$ cat config.mk
export PLATFORM = sky130hd
export DESIGN_NAME = sync_fifo_param
export DESIGN_NICKNAME = d
export VERILOG_FILES = /design/src/rtl/sync_fifo_param.sv
export SDC_FILE = /design/constraint.sdc
export NUM_CORES = 1
export LEC_CHECK = 0
export CAP_MARGIN = 10
export CORE_ASPECT_RATIO = 1.5
export CORE_UTILIZATION = 30
export CTS_CLUSTER_DIAMETER = 200
export DETAILED_ROUTE_END_ITERATION = 8
export SLEW_MARGIN = 5
export SYNTH_ARGS = -nofsm -noshare
export SYNTH_HDL_FRONTEND = slang
export SYNTH_SLANG_ARGS = --single-unit
$ cat constraint.sdc
create_clock -name clk -period 3.2 [get_ports clk]
set_clock_uncertainty 0.2 [all_clocks]
set_input_delay 0.32 -clock clk [delete_from_list [all_inputs] [get_ports clk]]
set_output_delay 0.32 -clock clk [all_outputs]
set_load 0.005 [all_outputs]
$ cat src/rtl/sync_fifo_param.sv
// Parametrised first-word-fall-through synchronous FIFO with occupancy count and
// threshold flags; define SYNC_FIFO_ERR_FLAGS_EN for sticky overflow/underflow ports.
module sync_fifo_param #(
    parameter int unsigned DATA_W = 8,
    parameter int unsigned DEPTH  = 4,
    parameter int unsigned AF_TH  = DEPTH - 1,
    parameter int unsigned AE_TH  = 1
) (
    input  logic                    clk,
    input  logic                    rst,
    input  logic [DATA_W-1:0]       datain,
    input  logic                    wr_en,
    input  logic                    rd_en,
    output logic [DATA_W-1:0]       dataout,
    output logic [$clog2(DEPTH):0]  count,
    output logic                    empty,
    output logic                    full,
    output logic                    almost_empty,
`ifdef SYNC_FIFO_ERR_FLAGS_EN
    output logic                    overflow,
    output logic                    underflow,
`endif
    output logic                    almost_full
);

    localparam int unsigned AW = $clog2(DEPTH);
    localparam int unsigned CW = AW + 1;

    localparam logic [CW-1:0] DEPTH_C = CW'(DEPTH);
    localparam logic [CW-1:0] AF_C    = CW'(AF_TH);
    localparam logic [CW-1:0] AE_C    = CW'(AE_TH);
    localparam logic [AW-1:0] ONE_A   = AW'(1);

    logic [DATA_W-1:0] storage_q [DEPTH];
    logic [AW-1:0]     wr_ptr_q, wr_ptr_d;
    logic [AW-1:0]     rd_ptr_q, rd_ptr_d;
    logic [CW-1:0]     count_q, count_d;
    logic              rd_acc, wr_acc;

    always_comb begin
        rd_acc   = rd_en && (count_q != '0);
        // A full FIFO still accepts a write when a read frees the head slot.
        wr_acc   = wr_en && ((count_q != DEPTH_C) || rd_en);
        wr_ptr_d = wr_acc ? wr_ptr_q + ONE_A : wr_ptr_q;
        rd_ptr_d = rd_acc ? rd_ptr_q + ONE_A : rd_ptr_q;
        count_d  = count_q + CW'(wr_acc) - CW'(rd_acc);
    end

    always_ff @(posedge clk or negedge rst) begin
        if (!rst) begin
            wr_ptr_q <= '0;
            rd_ptr_q <= '0;
            count_q  <= '0;
            for (int i = 0; i < int'(DEPTH); i++) begin
                storage_q[i] <= '0;
            end
        end else begin
            wr_ptr_q <= wr_ptr_d;
            rd_ptr_q <= rd_ptr_d;
            count_q  <= count_d;
            // Popped slots are cleared so dataout reads 0 when empty; when full the
            // write targets the same slot and, being last, takes precedence.
            if (rd_acc) storage_q[rd_ptr_q] <= '0;
            if (wr_acc) storage_q[wr_ptr_q] <= datain;
        end
    end

    always_comb begin
        dataout      = storage_q[rd_ptr_q];
        count        = count_q;
        empty        = (count_q == '0);
        full         = (count_q == DEPTH_C);
        almost_empty = (count_q <= AE_C);
        almost_full  = (count_q >= AF_C);
    end

`ifdef SYNC_FIFO_ERR_FLAGS_EN
    logic overflow_q, underflow_q;

    always_ff @(posedge clk or negedge rst) begin
        if (!rst) begin
            overflow_q  <= 1'b0;
            underflow_q <= 1'b0;
        end else begin
            if (wr_en && (count_q == DEPTH_C) && !rd_en) overflow_q <= 1'b1;
            if (rd_en && (count_q == '0))                 underflow_q <= 1'b1;
        end
    end

    assign overflow  = overflow_q;
    assign underflow = underflow_q;
`endif

endmodule

==> PnR_summary.wiki <==
{| class="wikitable"
! Metric !! Value
|-
| Run status || completed
|-
| Number of endpoints with negative hold slack in the final report || 0
|-
| Initial antenna violation count || 0
|-
| Max-cap violations || 0
|-
| Flops & latches, synth || 39
|-
| Mean post-synth cell area || 12.1 um2
|-
| Pre-antenna DRT Iters || 4
|-
| Number of failing setup endpoints in the final timing report || 0
|-
| Net switching power of the design || between 800 and 900 uW
|-
| Type of the tightest min-delay check || reg2reg
|-
| IR Drop Worst-Case VDD || around 0.00054 V
|-
| Number of warnings issued by yosys || 0
|-
| ANT nets after route || 0
|-
| Fmax || between 300 and 400 MHz
|-
| Overflow left after global routing || 0
|-
| Boundary Pins || 27
|-
| Combinational share of power || 45.7%
|-
| Start-to-end type of the worst setup path || reg2out
|-
| Nets || 230
|-
| Leakage dissipation || around 0.0011 uW
|-
| Flop-to-flop setup slack || 0.69 ns
|-
| Min cycle time layout || between 2 and 3 ns
|-
| Most area-consuming cells after synthesis || sky130_fd_sc_hd__dfrtp_1 (46%), sky130_fd_sc_hd__mux2i_1 (15%), sky130_fd_sc_hd__mux4_2 (8.6%)
|-
| Area of the core || 6810 um2
|-
| Number of global-route vias before repair || around 1500
|-
| Delay of the slowest cell on the worst path || 0.78 ns
|-
| Aggregate routed wire length || 4210 um
|-
| Clock Pin Slew Worst Setup and Hold Paths || 0.07 ns
|-
| Average wire per standard cell || 14.9 um
|-
| Residual DRC count || 0
|-
| Critical Path RT || 2.68 ns
|-
| Family with the most delay on the worst path || flip-flops
|-
| Y dimension of the die || approximately 100 um
|-
| Growth of design area from synthesis to finish || 20.6%
|-
| Worst r2r dst || count[2]$_DFF_PN0_
|-
| Starting density of the core || 30.9%
|-
| Hold Crit Depth || 2
|-
| Share of total power in the clock network || between 10% and 20%
|-
| Number of violations reported at the end of detailed-routing iteration 0 || between 70 and 80
|-
| Setup repair after global routing missed its margin || no
|-
| Via count || around 1300
|-
| Worst slack after detailed placement || around 0.39 ns
|-
| Number of rows in the core area || 37
|-
| Final slew viol count || 0
|-
| Cell taking the most area after synthesis || sky130_fd_sc_hd__dfrtp_1
|-
| Fill cell instance count of the final layout || 676
|-
| Number of nets in the synthesized netlist || about 200
|-
| Accumulated negative setup slack || 0 ns
|-
| Total clock buffers created by CTS || 5
|-
| Longest Clk Path Bufs || 2
|-
| Combined global-route utilization of all metal layers || about an eighth
|-
| Top-area cell type share of the netlist area || between 40% and 50%
|-
| Worst Path Buf+Inv || 1
|-
| Worst Setup Start Kind || flop
|-
| Via-to-Cell Ratio || approximately 4.8
|-
| Weighted congestion reported at the end of routability-driven placement || just under 0.7
|-
| H-tree depth reported by CTS || 2
|-
| Number of cells produced by synthesis || between 150 and 200
|-
| Switching share of total power || 36.0%
|-
| Clock Sink Count || 39
|-
| Count of buffers from port buffering || 26
|-
| Clk root buf || sky130_fd_sc_hd__clkbuf_8
|-
| Worst-path fanout max || 12
|-
| Cell area after synthesis || between 2000 and 2500 um2
|-
| Register area share after synthesis || a little under half
|-
| Rel. slew slack || 41.5%
|-
| Measured slew at the worst slew-check pin || 0.878 ns
|-
| Min setup slack post-route || between 0.5 and 0.6 ns
|-
| Share of post-route cells with drive strength above 1 || 13.7%
|-
| Worst reg2reg startpoint || count[1]$_DFF_PN0_
|-
| Die boundary width || 70.3 um
|-
| Maximum number of pins on one net before global-route repair || 40
|-
| Power Dens Cells || about 900 nW/um2
|-
| CTS resizes || 0
|-
| DIE AREA || around 7300 um2
|-
| Signal arrival time at the worst endpoint || around 2.1 ns
|-
| Critical Path, Cell by Cell || mux4_2 -> clkdlybuf4s50_1
|-
| Distinct cell type count after synthesis || 21
|-
| Clock tree from TritonCTS || done
|-
| Critical path endpoint category || output pin
|-
| Internal || 1500 uW
|-
| Slowest CP cell || sky130_fd_sc_hd__dfrtp_1
|-
| Hold path startpoint || storage_q[8]$_DFF_PN0_
|-
| Critical Path Start || rd_ptr_q[0]$_DFFE_PN0N_
|-
| Global-route wire length before repair || approximately 7400 um
|-
| Inserted Diodes || 0
|-
| Sequential share of power || 40.8%
|-
| Worst r2r path cells || 9
|-
| DP HPWL || 2900 um
|-
| Portion of the clock cycle consumed by the worst path in the final layout || 82.7%
|-
| Hold-critical path endpoint || storage_q[8]$_DFF_PN0_
|-
| Worst-Skew Late Latency || between 0.2 and 0.3 ns
|}
==> metrics by stage <==
step	std cells	hold WS [ns]	total power [uW]	util [%]	cell area (um2)
CTS	283	0.327	2390	37.2	2530
floorplan	173	-0.176	1590	-	2100
detailed placement	274	0.292	2050	35.9	2440
global route	283	0.343	2550	37.2	2530
finish	283	0.322	2340	37.2	2530
global placement	274	0.294	2030	35.9	2440
==> tightest hold or removal path, delay by kind of cell, from the launching register on <==
kind          cells  cell delay [ns]
flops             1             0.38
mux               1             0.05
simple gates      1             0.06
==> worst max path at each step <==
stage / endpoint / slack [ns] / cells past startpoint
6_report: dataout[5] / 0.56 / 2
3_3_place_gp: count[2]$_DFF_PN0_ / 0.45 / 9
3_5_place_dp: count[2]$_DFF_PN0_ / 0.39 / 9
2_1_floorplan: count[2]$_DFF_PN0_ / 0.72 / 9
5_1_grt: dataout[3] / 0.44 / 2
4_1_cts: dataout[0] / 0.50 / 2
==> flip-flops by register name, indices dropped and copies added (netlist names) <==
| signal | count |
|---|---|
| storage_q | 32 |
| count | 3 |
| rd_ptr_q | 2 |
| wr_ptr_q | 2 |
==> layer usage <==
metal	global-route usage, %	up-vias	part of all wire [%]
li1	-	646	-
met1	17.5	668	45
met2	21.0	28	50
met3	2.71	5	3.6
met4	4.86	0	1.7
met5	0	-	0
==> placed cells by master, fill, tap and decap left out, drive strengths merged <==
cell type      netlist  final
dfrtp               39     39
nand2               38     38
mux2i               32     32
clkdlybuf4s50        0     25
inv                 18     18
ha                  13     13
mux4                 8      8
clkbuf               1      7
o311ai               4      4
nor2                 4      4
nor3                 2      2
xnor2                2      2
nand2b               2      2
mux2                 2      2
buf                  3      2
nor4b                1      1
xor2                 1      1
o21ai                1      1
a32o                 1      1
fa                   1      1
clkinv               0      1
dlygate4sd3          0      1
==> layout make-up <==
type	count	area (um2)	area share [%]
Multi-Input combinational cell	112	1040	41.0
Sequential cell	39	976	38.5
Timing Repair Buffer	28	273	10.8
Tap cell	78	97.6	3.85
Clock buffer	7	76.3	3.01
Inverter	18	67.6	2.67
Clock inverter	1	5.00	0.198
==> synth_stat cells <==
library cell                n
sky130_fd_sc_hd__a32o_1     1
sky130_fd_sc_hd__dfrtp_1   39
sky130_fd_sc_hd__o311ai_2   4
sky130_fd_sc_hd__mux2i_1   32
sky130_fd_sc_hd__mux4_2     8
sky130_fd_sc_hd__nor2_2     4
sky130_fd_sc_hd__clkbuf_1   1
sky130_fd_sc_hd__nand2b_1   1
sky130_fd_sc_hd__xnor2_1    2
sky130_fd_sc_hd__mux2_4     1
sky130_fd_sc_hd__mux2_2     1
sky130_fd_sc_hd__nor3_1     2
sky130_fd_sc_hd__buf_2      3
sky130_fd_sc_hd__fa_1       1
sky130_fd_sc_hd__ha_1      13
sky130_fd_sc_hd__inv_1     18
sky130_fd_sc_hd__nand2b_4   1
sky130_fd_sc_hd__nand2_1   38
sky130_fd_sc_hd__o21ai_0    1
sky130_fd_sc_hd__nor4b_4    1
sky130_fd_sc_hd__xor2_1     1
==> what timing repair did <==
| item | CTS | global route |
|---|---|---|
| setup buffers | 0 | 0 |
| hold buffers | 1 | 0 |
| endpoints found under the hold margin | 39 | 0 |
==> kinds of logic (layout without fill, tap and decap cells) <==
family	after synthesis	count (layout)	share of synthesized area, %
fa+ha+maj	14	14	8.70
mux	42	42	25.1
xor+xnor	3	3	1.25
buf+inv	22	54	4.11
simple gates	47	47	10.5
compound gates	6	6	3.81
flops	39	39	46.5
==> power groups by stage <==
| stage | combinational, uW | sequential [uW] | clock, uW |
|---|---|---|---|
| after floorplan | 772 | 821 | 0 |
| after global placement | 1070 | 960 | 0 |
| after detailed placement | 1080 | 970 | 0 |
| after CTS | 1100 | 959 | 334 |
| after global routing | 1200 | 998 | 350 |
| final | 1070 | 952 | 316 |
No activity file was read; power rests on OpenSTA's default activity.
